**config.mk**
```make
export PLATFORM = sky130hd
export DESIGN_NAME = channel_trigger_builder
export DESIGN_NICKNAME = d
export VERILOG_FILES = /design/src/rtl/dm_trig_pkg.sv /design/src/rtl/trig_align_delay.sv /design/src/rtl/channel_trigger_builder.sv
export SDC_FILE = /design/constraint.sdc
export NUM_CORES = 1
export LEC_CHECK = 0
export ABC_AREA = 0
export CORE_MARGIN = 5
export CORE_UTILIZATION = 45
export CTS_CLUSTER_DIAMETER = 120
export DETAILED_ROUTE_END_ITERATION = 7
export PLACE_DENSITY = 0.73
export SYNTH_ARGS = -nofsm -noshare
export SYNTH_HDL_FRONTEND = slang
export SYNTH_SLANG_ARGS = --single-unit
```
**constraint.sdc**
```tcl
create_clock -name clk -period 9.72 [get_ports clk]
set_input_delay 1.458 -clock clk [delete_from_list [all_inputs] [get_ports clk]]
set_output_delay 1.458 -clock clk [all_outputs]
set_load 0.02 [all_outputs]
```
**src/rtl/dm_trig_pkg.sv**
```systemverilog
// Shared constants and the state encoding for the channel trigger builder.
// Pure declarations, no latency.
// No flow control of its own.
package dm_trig_pkg;

    localparam int NUM_CH  = 128;
    localparam int ADDR_W  = 7;
    localparam int CNT_W   = 8;
    localparam int FRAME_W = 16;
    localparam int DROP_W  = 16;

    typedef enum logic {
        ACCUM   = 1'b0,
        HOLDOFF = 1'b1
    } trig_state_e;

endpackage

```
**src/rtl/trig_align_delay.sv**
```systemverilog
// Fixed-depth shift register used to line {enable, rd_addr} up with the comparator decision.
// Latency: DEPTH cycles.
// No backpressure; shifts every cycle.
module trig_align_delay #(
    parameter int WIDTH = 8,
    parameter int DEPTH = 4
) (
    input  logic             clk,
    input  logic             rst_n,
    input  logic [WIDTH-1:0] din,
    output logic [WIDTH-1:0] dout
);

    logic [WIDTH-1:0] pipe_q [DEPTH];

    // Shift the presented word down the pipe; reset flushes it to idle (enable=0).
    always_ff @(posedge clk or negedge rst_n) begin
        if (!rst_n) begin
            for (int i = 0; i < DEPTH; i++) pipe_q[i] <= '0;
        end else begin
            pipe_q[0] <= din;
            for (int i = 1; i < DEPTH; i++) pipe_q[i] <= pipe_q[i-1];
        end
    end

    assign dout = pipe_q[DEPTH-1];

endmodule

```
**src/rtl/channel_trigger_builder.sv**
```systemverilog
// Builds a per-frame channel hit map, applies multiplicity cut and hold-off, emits a trigger record.
// Latency: trig_valid rises one cycle after the aligned last-channel decision.
// Single-entry valid/ready buffer; a qualified frame arriving while it is full is counted in drop_cnt.
// Optional TRIG_TIMESTAMP_EN adds a 32-bit cycle timestamp to the record.
module channel_trigger_builder
    import dm_trig_pkg::*;
#(
    parameter int DECISION_LATENCY = 4,
    parameter int HOLDOFF_FRAMES   = 2
) (
    input  logic               clk,
    input  logic               rst_n,
    input  logic               enable,
    input  logic [ADDR_W-1:0]  rd_addr,
    input  logic               decision,
    input  logic [CNT_W-1:0]   mult_thresh,
    input  logic               trig_ready,
    output logic               trig_valid,
    output logic [NUM_CH-1:0]  trig_hitmap,
    output logic [CNT_W-1:0]   trig_hitcount,
    output logic [FRAME_W-1:0] trig_frame_id,
    output logic [DROP_W-1:0]  drop_cnt
`ifdef TRIG_TIMESTAMP_EN
    ,
    output logic [31:0]        trig_timestamp
`endif
);

    localparam int HO_W = (HOLDOFF_FRAMES > 0) ? $clog2(HOLDOFF_FRAMES + 1) : 1;

    logic [ADDR_W:0]      al_vec;
    logic                 al_en;
    logic [ADDR_W-1:0]    al_addr;
    logic [NUM_CH-1:0]    map_q;
    logic [CNT_W-1:0]     cnt_q;
    logic                 armed_q;
    logic [FRAME_W-1:0]   frame_cnt_q;
    trig_state_e          state_q, state_d;
    logic [HO_W-1:0]      holdoff_q, holdoff_d;
    logic                 hit_set;
    logic                 hit_new;
    logic [NUM_CH-1:0]    map_fin;
    logic [CNT_W-1:0]     cnt_fin;
    logic                 frame_end;
    logic                 frame_eval;
    logic                 buf_free;
    logic                 load_rec;
    logic                 drop_evt;

    trig_align_delay #(
        .WIDTH (ADDR_W + 1),
        .DEPTH (DECISION_LATENCY)
    ) u_align (
        .clk   (clk),
        .rst_n (rst_n),
        .din   ({enable, rd_addr}),
        .dout  (al_vec)
    );

    assign al_en   = al_vec[ADDR_W];
    assign al_addr = al_vec[ADDR_W-1:0];

    // A repeated channel only ORs into the map; the count grows on 0->1 transitions only.
    assign hit_set    = al_en && decision;
    assign hit_new    = hit_set && !map_q[al_addr];
    assign map_fin    = map_q | ({{(NUM_CH-1){1'b0}}, hit_set} << al_addr);
    assign cnt_fin    = cnt_q + {{(CNT_W-1){1'b0}}, hit_new};
    assign frame_end  = al_en && (al_addr == ADDR_W'(NUM_CH - 1));
    assign frame_eval = frame_end && armed_q;
    assign buf_free   = !trig_valid || trig_ready;

    // Accumulate hits; the map clears on every last-channel cycle, armed or not.
    always_ff @(posedge clk or negedge rst_n) begin
        if (!rst_n) begin
            map_q <= '0;
            cnt_q <= '0;
        end else if (frame_end) begin
            map_q <= '0;
            cnt_q <= '0;
        end else begin
            map_q <= map_fin;
            cnt_q <= cnt_fin;
        end
    end

    // Arm on the first aligned channel 0 so partial frames are never evaluated; count evaluated frames.
    always_ff @(posedge clk or negedge rst_n) begin
        if (!rst_n) begin
            armed_q     <= 1'b0;
            frame_cnt_q <= '0;
        end else begin
            if (al_en && (al_addr == '0)) armed_q <= 1'b1;
            if (frame_eval) frame_cnt_q <= frame_cnt_q + 1'b1;
        end
    end

    // State and hold-off counter register.
    always_ff @(posedge clk or negedge rst_n) begin
        if (!rst_n) begin
            state_q   <= ACCUM;
            holdoff_q <= '0;
        end else begin
            state_q   <= state_d;
            holdoff_q <= holdoff_d;
        end
    end

    // Multiplicity cut, buffer-load / drop decision, and hold-off countdown over armed frame ends.
    always_comb begin
        state_d   = state_q;
        holdoff_d = holdoff_q;
        load_rec  = 1'b0;
        drop_evt  = 1'b0;
        case (state_q)
            ACCUM: begin
                if (frame_eval && (cnt_fin >= mult_thresh)) begin
                    if (buf_free) begin
                        load_rec = 1'b1;
                        if (HOLDOFF_FRAMES != 0) begin
                            state_d   = HOLDOFF;
                            holdoff_d = HO_W'(HOLDOFF_FRAMES);
                        end
                    end else begin
                        drop_evt = 1'b1;
                    end
                end
            end
            HOLDOFF: begin
                if (frame_eval) begin
                    holdoff_d = holdoff_q - 1'b1;
                    if (holdoff_q == HO_W'(1)) state_d = ACCUM;
                end
            end
            default: state_d = ACCUM;
        endcase
    end

    // Single-entry record buffer; a same-cycle handshake frees the slot for a new load.
    always_ff @(posedge clk or negedge rst_n) begin
        if (!rst_n) begin
            trig_valid    <= 1'b0;
            trig_hitmap   <= '0;
            trig_hitcount <= '0;
            trig_frame_id <= '0;
        end else if (load_rec) begin
            trig_valid    <= 1'b1;
            trig_hitmap   <= map_fin;
            trig_hitcount <= cnt_fin;
            trig_frame_id <= frame_cnt_q + 1'b1;
        end else if (trig_valid && trig_ready) begin
            trig_valid    <= 1'b0;
        end
    end

    // Saturating count of qualified frames lost to a full buffer.
    always_ff @(posedge clk or negedge rst_n) begin
        if (!rst_n) begin
            drop_cnt <= '0;
        end else if (drop_evt && (drop_cnt != {DROP_W{1'b1}})) begin
            drop_cnt <= drop_cnt + 1'b1;
        end
    end

`ifdef TRIG_TIMESTAMP_EN
    logic [31:0] ts_q;

    // Free-running cycle counter, sampled into the record on the load edge.
    always_ff @(posedge clk or negedge rst_n) begin
        if (!rst_n) begin
            ts_q           <= '0;
            trig_timestamp <= '0;
        end else begin
            ts_q <= ts_q + 1'b1;
            if (load_rec) trig_timestamp <= ts_q;
        end
    end
`else
    // Record carries no timestamp in this build.
`endif

endmodule

```
==> results of run 1 <==
[kinds of logic after synthesis]
| group | after synthesis |
|---|---|
| AO/OA/AOI/OAI | 163 |
| multiplexers | 207 |
| adder cells (fa/ha/maj) | 13 |
| XOR/XNOR | 49 |
| buffers and inverters | 213 |
| AND/OR/NAND/NOR | 298 |
| flip-flops | 357 |
[cells in the mapped netlist (3+ instances only)]
library cell and n:
xor2_1 32, nand2_1 30, nand4_1 6, clkbuf_1 28, mux2_1 24, nand3_1 20
mux4_2 20, nor3_1 21, and3_1 7, mux2i_1 161, nor4_1 5, and2_1 4
nand2b_1 6, dfrtp_1 357, buf_1 5, buf_2 16, buf_6 15, xnor2_1 17
nor2b_1 10, nor3b_1 4, a21oi_1 135, ha_1 13, inv_1 145, a22oi_1 10
nor2_1 166, o2111ai_1 3
[area by class of cell]
type / instances / share of cell area
tap: 448 / 0.03022
inverter: 146 / 0.02954
clock buffer: 55 / 0.06016
multi-input combinational: 730 / 0.2838
sequential: 357 / 0.4817
clock inverter: 9 / 0.005328
timing repair buffer: 205 / 0.1093
[worst reg2reg max path, stage by stage, from the launching register on]
cell       delay (ps)
dfrtp_2           750
buf_4             610
mux4_2            600
mux4_2            470
nand2b_1          160
a31oi_1           220
o21a_1            190
ha_1              200
ha_1              190
nand3_1           120
nor2_1            140
xor2_1            240
ha_1              190
o2111ai_1         140
o31a_1            590
nor3b_2           400
buf_12            640
mux2i_1           530
[power groups by stage]
stage                     logic [mW]  clock network [mW]  registers, mW
final                          0.218                1.42           1.58
after global routing           0.244                1.51           1.59
after CTS                      0.221                1.44           1.58
after detailed placement       0.220                   0           1.61
after global placement         0.213                   0           1.61
after floorplan                0.138                   0           1.59
[through the flow]
step	area, um^2	hold slack (ps)	utilization
after detailed placement	17340	334.7	0.5196
final	18550	334.9	0.5560
after CTS	18550	327.4	0.5560
after global routing	18550	342.5	0.5560
after floorplan	15130	331.2	-
after global placement	17340	332.3	0.5196
[flip-flops by register name, summed over array words and instances (netlist names)]
| signal | cells |
|---|---|
| armed_q | 1 |
| cnt_q | 8 |
| drop_cnt | 16 |
| frame_cnt_q | 16 |
| holdoff_q | 2 |
| map_q | 128 |
| state_q | 1 |
| trig_frame_id | 16 |
| trig_hitcount | 8 |
| trig_hitmap | 128 |
| trig_valid | 1 |
| u_align.dout | 8 |
| u_align.pipe_q | 24 |
[final timing paths]
check,from,end,slack [ps],cells past startpoint
setup reg to reg,u_align.dout[0],trig_hitmap[81],3260,17
setup / recovery,u_align.dout[0],trig_hitmap[81],3260,17
min in group asynchronous,rst_n,trig_hitcount[3],990,1
hold reg to reg,u_align.pipe_q[27],u_align.pipe_q[19],330,0
hold / removal,u_align.pipe_q[27],u_align.pipe_q[19],330,0
max in group asynchronous,rst_n,u_align.pipe_q[29],6860,3
[per-layer routing]
| layer | vias up | routed length [um] |
|---|---|---|
| met3 | 82 | 2644 |
| met4 | 0 | 1182 |
| li1 | 4684 | - |
| met1 | 5310 | 16570 |
| met2 | 396 | 18260 |
| met5 | - | 0 |
==> flow_metrics.tcl, run 1 <==
set metrics [dict create \
    run_status "finished, final reports clean" \
    clock_latency_ps 520 \
    power.internal_mw 2.473 \
    final_cell_mix "356 x dfrtp_1, 187 x clkdlybuf4s50_1, 166 x nor2_1" \
    cts_buffer_depth 3 \
    synth.area.top_cells "dfrtp_1 59%, mux2i_1 11%, a21oi_1 4.5%, nor2_1 4.1%, inv_1 3.6%" \
    drive_gt1_frac 0.07590 \
    gr-total-overflow 0 \
    wl_um 38660 \
    cp.arrival_ps 6880 \
    die_area_um2 37380 \
    yosysWarnings 0 \
    rsz0062_at_grt "false" \
    pre_cts_slack_ps 3240 \
    avgSynthCellArea_um2 11.64 \
    fin_crit_ps 6461 \
    firstDrtPassIters 5 \
    ant_nets 0 \
    synth_ff_type "dfrtp_1" \
    ff_latch_area_um2 8935 \
    switchingPower_mw 0.7478 \
    slowest_delay_ps 750 \
    sequentialPowerShare 0.492 \
    synth_cells 1300 \
    path_delay_family "multiplexers" \
    ys_seq_area_frac 0.5906 \
    clock_sinks 357 \
    grt_pass1_wl_um 61250 \
    endpoint_kind "flop" \
    crit_path_cell_trace "buf_4 > mux4_2 > mux4_2 > nand2b_1 > a31oi_1 > o21a_1 > ha_1 > ha_1 > nand3_1 > nor2_1 > xor2_1 > ha_1 > o2111ai_1 > o31a_1 > nor3b_2 > buf_12 > mux2i_1" \
    dp_cells 1886 \
    ys_ff_latch 357 \
    multi_input_area_um2 5265 \
    fillers 2849 \
    grt_max_degree 130 \
    start_util 0.4533 \
    synth_top_family_by_area "multiplexers" \
    nNetsFinal 1511 \
    use_met1 0.2866 \
    ctsHoldBuffers 0 \
    viasPerCell 5.370 \
    peakVddDrop_uv 114.8 \
    crit_buf_inv 2 \
    p_leak_nw 8.998 \
    coreArea_um2 33360 \
    grtUsageMet3 0.04331 \
    htreeDepth 2 \
    p_per_area_nw_per_um2 173.6 \
    final_cell_count_no_fill 1950 \
    setup_tns_ps 0 \
    cpMaxStageDelayCell "dfrtp_2" \
    maxSlewHeadroom 0.1467 \
    switching_share 0.2322 \
    cts_buffers 38 \
    grt_util_all_layers 0.2027 \
    cp_max_fo 129 \
    power_mw 3.221 \
    cts_tree "built" \
    start_kind "flop" \
    synth_top_area_cell "dfrtp_1" \
    fmax_mhz 154.8 \
    root_buffer "clkbuf_16" \
    clk_pin_slew_ps 60 \
    areaGrowthSynthToFinish_pct 22.64 \
    synth_mux_area_frac 0.1557 \
    setup_violations 0 \
    cts_setup_buffers 0 \
    post-route-drc-count 0 \
    syn-num-nets 1333 \
    cp.required_ps 10140 \
    worstSetupPathType "flop to flop" \
    p_comb_frac 0.068 \
    synth_compound_area_frac 0.05989 \
    power_frac_clock 0.440 \
    dp_hpwl_um 26070 \
    port_buffers 188 \
    drv_slew 0 \
    synth-async-reset-ratio 1.000 \
    floorplan.io_pins 189 \
    worst_slack_ps 3259 \
    drtIter0Drc 930 \
    die_h_um 193.3 \
    antenna_found_initial 0 \
    placementRows 67 \
    holdCritPathClass "flop to flop" \
    cts_resized 0 \
    synth_top_area_share 0.5906 \
    fin_crit_sh 0.6647 \
    ys_types 54 \
    diodes 0 \
    grt_pass1_vias 10590 \
    netlist_area_um2 15130 \
    global_route.usage.met2 0.3177 \
    finalClockSkew_ps 22.62 \
    synth_edf_count 0 \
    maxCapViolCount 0 \
    synth_xor_area_frac 0.02837 \
    synthAdderAreaFrac 0.01075 \
    yosys.area_share.simple 0.09149 \
    gp_congestion 0.8273 \
    hold_viol_final 0 \
    post_drt_wl_per_cell_um 19.82 \
    grt.busiest_layer "met2" \
    dieWidth_um 193.3 \
    num_vias 10472 \
    max_slew.worst_pin.slew_ps 1275 \
    final_common_cell "dfrtp_1" \
    path_common_cell "ha_1" \
]
Power figures use the tool's default switching activity.
==> inputs of run 2 (changes only) <==
==> constraint.sdc (replaced) <==
create_clock -name clk -period 6.5 [get_ports clk]
set_input_delay 0.975 -clock clk [delete_from_list [all_inputs] [get_ports clk]]
set_output_delay 0.975 -clock clk [all_outputs]
set_load 0.02 [all_outputs]
==> run 2 against run 1 <==
Effect of this change: sequential share of layout area fell by 0.40 points; combinational power is 51% higher; via count is 0.95% lower; setup slack got worse by 2500 ps; routed wire length is 0.23% higher; fmax grew 13%; clock-buffer cell count rose by 8; first-iteration DRC count is 11% higher; power increased by 53%; flip-flop and latch count stayed put; critical path type unchanged; critical endpoint is now trig_hitmap[95]; largest power group unchanged.
==> flow_metrics.tcl, run 2 (synthesis gave the netlist of run 1 again) <==
set metrics [dict create \
    run_status "finished, final reports clean" \
    cts_buffer_depth 3 \
    dp_cells 1888 \
    die_h_um 193.3 \
    post-route-util 0.5606 \
    nNetsFinal 1513 \
    start_kind "flop" \
    floorplan.io_pins 189 \
    r2r_slack_ps 810 \
    endpoint_kind "flop" \
    clock_latency_ps 520 \
    antenna_found_initial 0 \
    final_common_cell "dfrtp_1" \
    num_vias 10372 \
    cts_buffers 38 \
    final_cell_mix "356 x dfrtp_1, 187 x clkdlybuf4s50_1, 166 x nor2_1" \
    placementRows 67 \
    final_cell_count_no_fill 1958 \
    setup_violations 0 \
    dieWidth_um 193.3 \
    p_comb_frac 0.067 \
    p_leak_nw 9.067 \
    ff_latch_area_um2 8935 \
    grt_pass1_wl_um 61620 \
    p_per_area_nw_per_um2 263.3 \
    post_drt_wl_per_cell_um 19.79 \
    viasPerCell 5.297 \
    ctsHoldBuffers 0 \
    multi_input_area_um2 5265 \
    power_mw 4.925 \
    ant_nets 0 \
    power_frac_clock 0.452 \
    cts_tree "built" \
    cp.required_ps 6930 \
    root_buffer "clkbuf_16" \
    fmax_mhz 175.6 \
    die_area_um2 37380 \
    grt_pass1_vias 10826 \
    worstSetupPathType "flop to flop" \
    power.internal_mw 3.786 \
    drv_slew 0 \
    holdPathStages 0 \
    fillers 2889 \
    post-route-drc-count 0 \
    ff2ff_path_depth 19 \
    rsz0062_at_grt "false" \
    wl_um 38740 \
    grt_util_all_layers 0.2044 \
    fin_crit_sh 0.8759 \
    port_buffers 188 \
    htreeDepth 2 \
    cp_max_fo 49 \
    diodes 0 \
    clock_sinks 357 \
    hold_viol_final 0 \
    sequentialPowerShare 0.482 \
    peakVddDrop_uv 166.2 \
    maxSlewHeadroom 0.1143 \
    clk_pin_slew_ps 60 \
    fin_crit_ps 5693 \
    cts_resized 0 \
    holdCritPathClass "flop to flop" \
    drive_gt1_frac 0.08079 \
    setup_tns_ps 0 \
    reg_top3 "map_q x128, trig_hitmap x128, u_align.pipe_q x24" \
    firstDrtPassIters 5 \
    max_slew.worst_pin.slew_ps 1324 \
    dp_hpwl_um 25990 \
    finalClockSkew_ps 18.26 \
    cp.arrival_ps 6120 \
    switching_share 0.2313 \
    gr-total-overflow 0 \
    switchingPower_mw 1.139 \
    maxCapViolCount 0 \
    cts_setup_buffers 0 \
    coreArea_um2 33360 \
    drtIter0Drc 1035 \
    grt_max_degree 160 \
    gp_congestion 0.8441 \
    start_util 0.4533 \
    areaGrowthSynthToFinish_pct 23.66 \
]
-- run 2: cell types whose count changed in the layout (fill, tap and decap cells not counted), sizes merged --
cell    delta
bufinv     -1
clkinv     -1
clkbuf     +8
buf        +2
-- run 2: cell type report --
class,count,area share
Tap cell,448,0.02997
Sequential cell,357,0.4777
Clock buffer,63,0.06676
Multi-Input combinational cell,730,0.2815
Timing Repair Buffer,207,0.1112
Inverter,146,0.02930
Clock inverter,7,0.003612
-- run 2: path summary, 6_finish.rpt --
path	start	end
worst max-delay path	u_align.dout[0]	trig_hitmap[95]
worst min-delay path	u_align.pipe_q[24]	u_align.pipe_q[16]
worst max register to register	u_align.dout[0]	trig_hitmap[95]
worst min register to register	u_align.pipe_q[24]	u_align.pipe_q[16]
max in group asynchronous	rst_n	u_align.dout[0]
min in group asynchronous	rst_n	trig_hitcount[3]
-- run 2: power groups by stage --
stage | Sequential [mW] | Clock [mW] | Combinational [mW]
floorplan | 2.38 | 0 | 0.207
detailed placement | 2.41 | 0 | 0.330
finish | 2.37 | 2.22 | 0.329
global placement | 2.41 | 0 | 0.322
CTS | 2.37 | 2.26 | 0.332
global route | 2.38 | 2.36 | 0.367
-- run 2: layer usage --
layer  share of wire  GRT usage  vias up
met3           0.071    0.05010      101
li1                -          -     4699
met2            0.46     0.3141      394
met1            0.43     0.2843     5178
met5               0          0        -
met4           0.039    0.07710        0
-- run 2: through the flow --
| stage | instance area (um^2) | hold slack [ps] | setup slack, ps |
|---|---|---|---|
| 2_1_floorplan | 15130 | 331.2 | 2052 |
| 3_3_place_gp | 17390 | 331.9 | 1027 |
| 3_5_place_dp | 17390 | 334.7 | 836.5 |
| 4_1_cts | 18700 | 340.0 | 748.2 |
| 5_1_grt | 18700 | 336.7 | 434.6 |
| 6_report | 18700 | 338.8 | 806.8 |
-- run 2: worst max-delay path, cell delays in order (launching register included) --
cell and delay (ps):
dfrtp_2 670, buf_4 530, mux4_2 580, mux2_2 280, nand3_1 100, nand4_1 120, a31oi_1 160, o21a_1 210
ha_1 200, ha_1 190, nand3_1 120, nor2_1 160, xor2_1 270, ha_1 190, o2111ai_1 120, o31a_1 350
nor3b_2 320, buf_12 320, buf_12 350, mux2i_1 270
==> inputs of run 3 (changes only) <==
--- a/config.mk
+++ b/config.mk
@@ -13,4 +13,5 @@
 export PLACE_DENSITY = 0.73
 export SYNTH_ARGS = -nofsm -noshare
 export SYNTH_HDL_FRONTEND = slang
+export SYNTH_HIERARCHICAL = 1
 export SYNTH_SLANG_ARGS = --single-unit
==> run 3 against run 2 <==
Effect of this change: synthesized cell count rose by 0.54%; clock power decreased by 2%; setup slack worse by 200 ps; power fell by 1.0%; largest cell class unchanged.
==> flow_metrics.tcl, run 3 <==
set metrics [dict create \
    run_status "finished, final reports clean" \
    maxCapViolCount 0 \
    ctsHoldBuffers 0 \
    clock_latency_ps 530 \
    syn-num-nets 1340 \
    ant_nets 0 \
    fmax_mhz 169.8 \
    synth_cells 1307 \
    cp_max_fo 57 \
    clock_sinks 357 \
    grt_util_all_layers 0.1970 \
    r2r_slack_ps 610 \
    ys_seq_area_frac 0.5848 \
    areaGrowthSynthToFinish_pct 21.97 \
    num_vias 10326 \
    port_buffers 188 \
    holdPathStages 0 \
    cts_resized 0 \
    gr-total-overflow 0 \
    hold_start "u_align/pipe_q[31]" \
    dp_hpwl_um 25530 \
    hold_viol_final 0 \
    synth.area.top_cells "dfrtp_1 58%, mux2i_1 9.9%, a21oi_1 4.4%, nor2_1 3.9%, inv_1 3.5%" \
    synth_commonest_cells "357 x dfrtp_1, 160 x nor2_1, 151 x mux2i_1" \
    avgSynthCellArea_um2 11.69 \
    final_cell_mix "356 x dfrtp_1, 187 x clkdlybuf4s50_1, 160 x nor2_1" \
    drtIter0Drc 1105 \
    maxSlewHeadroom 0.08012 \
    fin_crit_sh 0.9063 \
    power_frac_clock 0.447 \
    cp.arrival_ps 6330 \
    firstDrtPassIters 5 \
    start_util 0.4556 \
    timing.rr.end "trig_hitmap[38]" \
    dieWidth_um 194.3 \
    ff2ff_path_depth 18 \
    yosysWarnings 6 \
    ys_types 58 \
    p_per_area_nw_per_um2 261.6 \
    holdCritPathClass "flop to flop" \
    coreArea_um2 33530 \
    rsz0062_at_grt "false" \
    grt.busiest_layer "met2" \
    drv_slew 0 \
    fin_crit_ps 5891 \
    global_route.usage.met2 0.3111 \
    use_met1 0.2650 \
    cts_buffer_depth 3 \
    wl_um 37500 \
    viasPerCell 5.276 \
    peakVddDrop_uv 215.2 \
    synth-async-reset-ratio 1.000 \
    post-route-drc-count 0 \
    max_slew.worst_pin.slew_ps 1375 \
    htreeDepth 2 \
    synth_top_area_share 0.5848 \
    die_area_um2 37740 \
    final_common_cell "dfrtp_1" \
    synth.most_common_cell "dfrtp_1" \
    min_to "u_align/pipe_q[23]" \
    start_kind "flop" \
    fillers 2823 \
    floorplan.io_pins 189 \
    grt_pass1_wl_um 60200 \
    clk_pin_slew_ps 60 \
    switching_share 0.2359 \
    antenna_found_initial 1 \
    synth_ff_type "dfrtp_1" \
    synth_top_area_cell "dfrtp_1" \
    grt_pass1_vias 10750 \
    placementRows 67 \
    ys_ff_latch 357 \
    drive_gt1_frac 0.09145 \
    worstSetupPathType "flop to flop" \
    dp_cells 1888 \
    p_leak_nw 8.923 \
    nNetsFinal 1514 \
    switchingPower_mw 1.150 \
    cts_setup_buffers 0 \
    cts_buffers 39 \
    finalClockSkew_ps 18.68 \
    synth_edf_count 0 \
    r2r_start "u_align/dout[0]" \
    die_h_um 194.3 \
    grt_max_degree 144 \
    cp.required_ps 6940 \
    power_mw 4.874 \
    netlist_area_um2 15280 \
    sequentialPowerShare 0.487 \
    endpoint_kind "flop" \
    reg_top3 "map_q x128, trig_hitmap x128, u_align/pipe_q x24" \
    diodes 0 \
    power.internal_mw 3.724 \
    grtUsageMet3 0.05230 \
    setup_violations 0 \
    p_comb_frac 0.066 \
    cts_tree "built" \
    post_drt_wl_per_cell_um 19.16 \
    root_buffer "clkbuf_16" \
    gp_congestion 0.8342 \
    setup_tns_ps 0 \
    final_cell_count_no_fill 1957 \
]
run 3: layout make-up:
class | instances | area, um^2 | area share
Clock inverter | 15 | 173.9 | 0.009333
Inverter | 142 | 533.0 | 0.02860
Sequential cell | 357 | 8935 | 0.4795
Tap cell | 448 | 560.5 | 0.03008
Clock buffer | 54 | 1084 | 0.05815
Multi-Input combinational cell | 734 | 5269 | 0.2828
Timing Repair Buffer | 207 | 2079 | 0.1116
run 3: power by group through the flow:
stage / logic [mW] / registers [mW] / clock network [mW]
2_1_floorplan: 0.210 / 2.38 / 0
3_3_place_gp: 0.317 / 2.41 / 0
3_5_place_dp: 0.324 / 2.41 / 0
4_1_cts: 0.326 / 2.37 / 2.22
5_1_grt: 0.362 / 2.38 / 2.31
6_report: 0.322 / 2.38 / 2.18
run 3: worst max-delay path by stage:
stage / startpoint / endpoint / slack (ps) / cells past startpoint
finish: u_align/dout[0] / trig_hitmap[38] / 610 / 18
global route: u_align/dout[0] / trig_hitmap[11] / 110 / 19
global placement: u_align/dout[0] / trig_hitmap[47] / 710 / 18
detailed placement: u_align/dout[0] / trig_hitmap[44] / 590 / 18
CTS: u_align/dout[0] / trig_hitmap[0] / 540 / 18
floorplan: u_align/dout[0] / trig_frame_id[15] / 2150 / 21
run 3: critical path, cell delays in order (launching register included):
cell and delay [ps]:
dfrtp_2 880, buf_4 470, mux4_2 560, mux2i_1 190, o22a_1 160, nand4_1 80
a31oi_1 180, o211a_1 180, ha_1 190, ha_1 200, nand3_1 120, nor2_1 150
xor2_1 110, ha_1 310, o2111ai_1 120, o21a_1 370, nor3_4 740, buf_12 380
mux2i_1 250
run 3: logic make-up (layout without fill, tap and decap cells):
group | Yosys count | count (layout) | share of synthesized area
AOI/OAI and AO/OA | 172 | 172 | 0.06241
xor gates and xnor gates | 49 | 49 | 0.02809
adders and majority gates | 13 | 13 | 0.01065
buffers and inverters | 216 | 418 | 0.07109
DFF | 357 | 357 | 0.5848
muxes | 203 | 203 | 0.1524
and+or+nand+nor | 297 | 297 | 0.09058
run 3: per-stage QoR:
| stage | hold slack [ps] | setup WS [ps] | utilization | cell area (um^2) |
|---|---|---|---|---|
| 6_report | 344.7 | 609.3 | 0.5557 | 18630 |
| 5_1_grt | 349.0 | 113.7 | 0.5557 | 18630 |
| 4_1_cts | 347.4 | 543.6 | 0.5557 | 18630 |
| 3_3_place_gp | 333.2 | 714.6 | 0.5182 | 17380 |
| 3_5_place_dp | 334.7 | 585.5 | 0.5182 | 17380 |
| 2_1_floorplan | 331.2 | 2153 | - | 15280 |
run 3: metal layers:
metal,up-vias,part of all wire
li1,4716,-
met1,5131,0.42
met2,381,0.47
met3,96,0.074
met4,2,0.037
met5,-,0.00035
==> RTL edit: new RTL, settings of run 1 <==
`NUM_CH`: 128 -> 192.
--- a/src/rtl/dm_trig_pkg.sv
+++ b/src/rtl/dm_trig_pkg.sv
@@ -3,7 +3,7 @@
 // No flow control of its own.
 package dm_trig_pkg;
 
-    localparam int NUM_CH  = 128;
+    localparam int NUM_CH  = 192;
     localparam int ADDR_W  = 7;
     localparam int CNT_W   = 8;
     localparam int FRAME_W = 16;
Interface: changed (resized trig_hitmap); port bits go from 189 to 253. The function was not compared with the original's and may differ.
==> RTL edit against run 1 <==
Setup slack better by 0.27 ns. Total power up 1.3%. Clock skew down 0.011 ns. Sequential cell count unchanged. Core utilization down 0.74 points. Design area up 1.7%. Synthesized area up 2.9%. Global-route usage down 0.67 points. Wire length down 1.2%. Synthesized cell count up 3.3%. Critical path type unchanged. Highest routed layer unchanged.
==> RTL edit: results <==
# TYPE chip_impl_metric gauge
chip_impl_metric{name="global_route.usage.total",unit="%"} 19.6
chip_impl_metric{name="proportion_of_synthesized_area_in_mux_cells",unit="%"} 15.5
chip_impl_metric{name="synth_fa_ha_area_share",unit="%"} 1.04
chip_impl_info{name="post_synth_main_area_contributors",value="sky130_fd_sc_hd__dfrtp_1, sky130_fd_sc_hd__mux2i_1, sky130_fd_sc_hd__a21oi_1"} 1
chip_impl_metric{name="routed_wl_per_cell",unit="µm"} 19.0
chip_impl_metric{name="critPathMaxStageDelay",unit="ns"} 0.65
chip_impl_metric{name="met3_length",unit="µm"} 2490
chip_impl_metric{name="drive_above_1_share",unit="%"} 7.92
chip_impl_metric{name="xor_and_xnor_fraction_of_the_mapped_netlist_area",unit="%"} 2.81
chip_impl_metric{name="placed_cell_area",unit="µm²"} 17600
chip_impl_metric{name="met1_routed_wirelength_after_detailed_routing",unit="µm"} 16300
chip_impl_metric{name="wl_met2",unit="µm"} 18200
chip_impl_info{name="outcome",value="complete, no violations"} 1
chip_impl_info{name="netlist_top_cells_count",value="sky130_fd_sc_hd__dfrtp_1, sky130_fd_sc_hd__nor2_1, sky130_fd_sc_hd__inv_1"} 1
chip_impl_metric{name="unique_cell_type_count_in_the_yosys_netlist",unit=""} 58
chip_impl_metric{name="timing_worst_slew_pin_value",unit="ns"} 1.31
chip_impl_metric{name="max-vdd-ir-drop",unit="V"} 0.0000921
chip_impl_metric{name="arrival",unit="ns"} 6.62
chip_impl_info{name="cpMaxStageDelayCell",value="sky130_fd_sc_hd__mux4_1"} 1
chip_impl_metric{name="share_of_the_synthesized_area_in_compound_gates_ao_oa_aoi_oai",unit="%"} 5.61
chip_impl_metric{name="grt_max_degree",unit=""} 154
chip_impl_metric{name="critPathMaxFanout",unit=""} 153
chip_impl_info{name="path_delay_family",value="buffers and inverters"} 1
chip_impl_metric{name="avgViaCountPerCell",unit=""} 5.19
chip_impl_metric{name="reg2reg_setup_slack",unit="ns"} 3.53
chip_impl_metric{name="post-dp-hpwl",unit="µm"} 25400
chip_impl_metric{name="seq_area_frac_synth",unit="%"} 57.4
chip_impl_metric{name="p_switching",unit="W"} 0.000770
chip_impl_metric{name="syn_inst",unit=""} 1343
[RTL edit: per-layer routing]
metal	up-vias	track usage, %
met3	79	3.86
met4	0	6.15
li1	4730	-
met5	-	0
met2	367	31.0
met1	5252	27.6
[RTL edit: final timing paths]
path	from	to	cells after the start
setup reg to reg	u_align.dout[0]	trig_hitmap[2]	19
hold reg to reg	u_align.pipe_q[11]	u_align.dout[3]	0
max in group asynchronous	rst_n	map_q[96]	2
min in group asynchronous	rst_n	drop_cnt[14]	1
setup / recovery	u_align.dout[0]	trig_hitmap[2]	19
hold / removal	u_align.pipe_q[11]	u_align.dout[3]	0
[RTL edit: power groups by stage]
stage          Sequential, W  Combinational, W  Clock (W)
6_report             0.00158          0.000228    0.00145
5_1_grt              0.00159          0.000255    0.00156
4_1_cts              0.00158          0.000230    0.00148
3_5_place_dp         0.00161          0.000229          0
3_3_place_gp         0.00160          0.000221          0
2_1_floorplan        0.00159          0.000171          0
[RTL edit: kinds of logic (layout without fill, tap and decap cells)]
group,after synthesis,after routing
flops,357,357
simple gates,298,298
buf+inv,272,419
xor+xnor,50,50
fa+ha+maj,13,13
other cells,1,64
mux,191,191
compound gates,161,161
[RTL edit: metrics by stage]
stage,hold slack (ns),setup WS (ns),total power [W],util [%]
after global placement,0.335,3.61,0.00183,51.2
after CTS,0.344,3.46,0.00330,54.9
after detailed placement,0.335,3.42,0.00184,51.2
after floorplan,0.331,5.14,0.00176,-
after global routing,0.346,3.27,0.00340,54.9
final,0.344,3.53,0.00326,54.9
[RTL edit: cell type report]
type	count	area [µm²]
Fill cell	2950	15500
Sequential cell	357	8930
Clock buffer	51	1050
Clock inverter	17	213
Multi-Input combinational cell	777	5500
Tap cell	455	569
Inverter	143	537
Timing Repair Buffer	208	2050
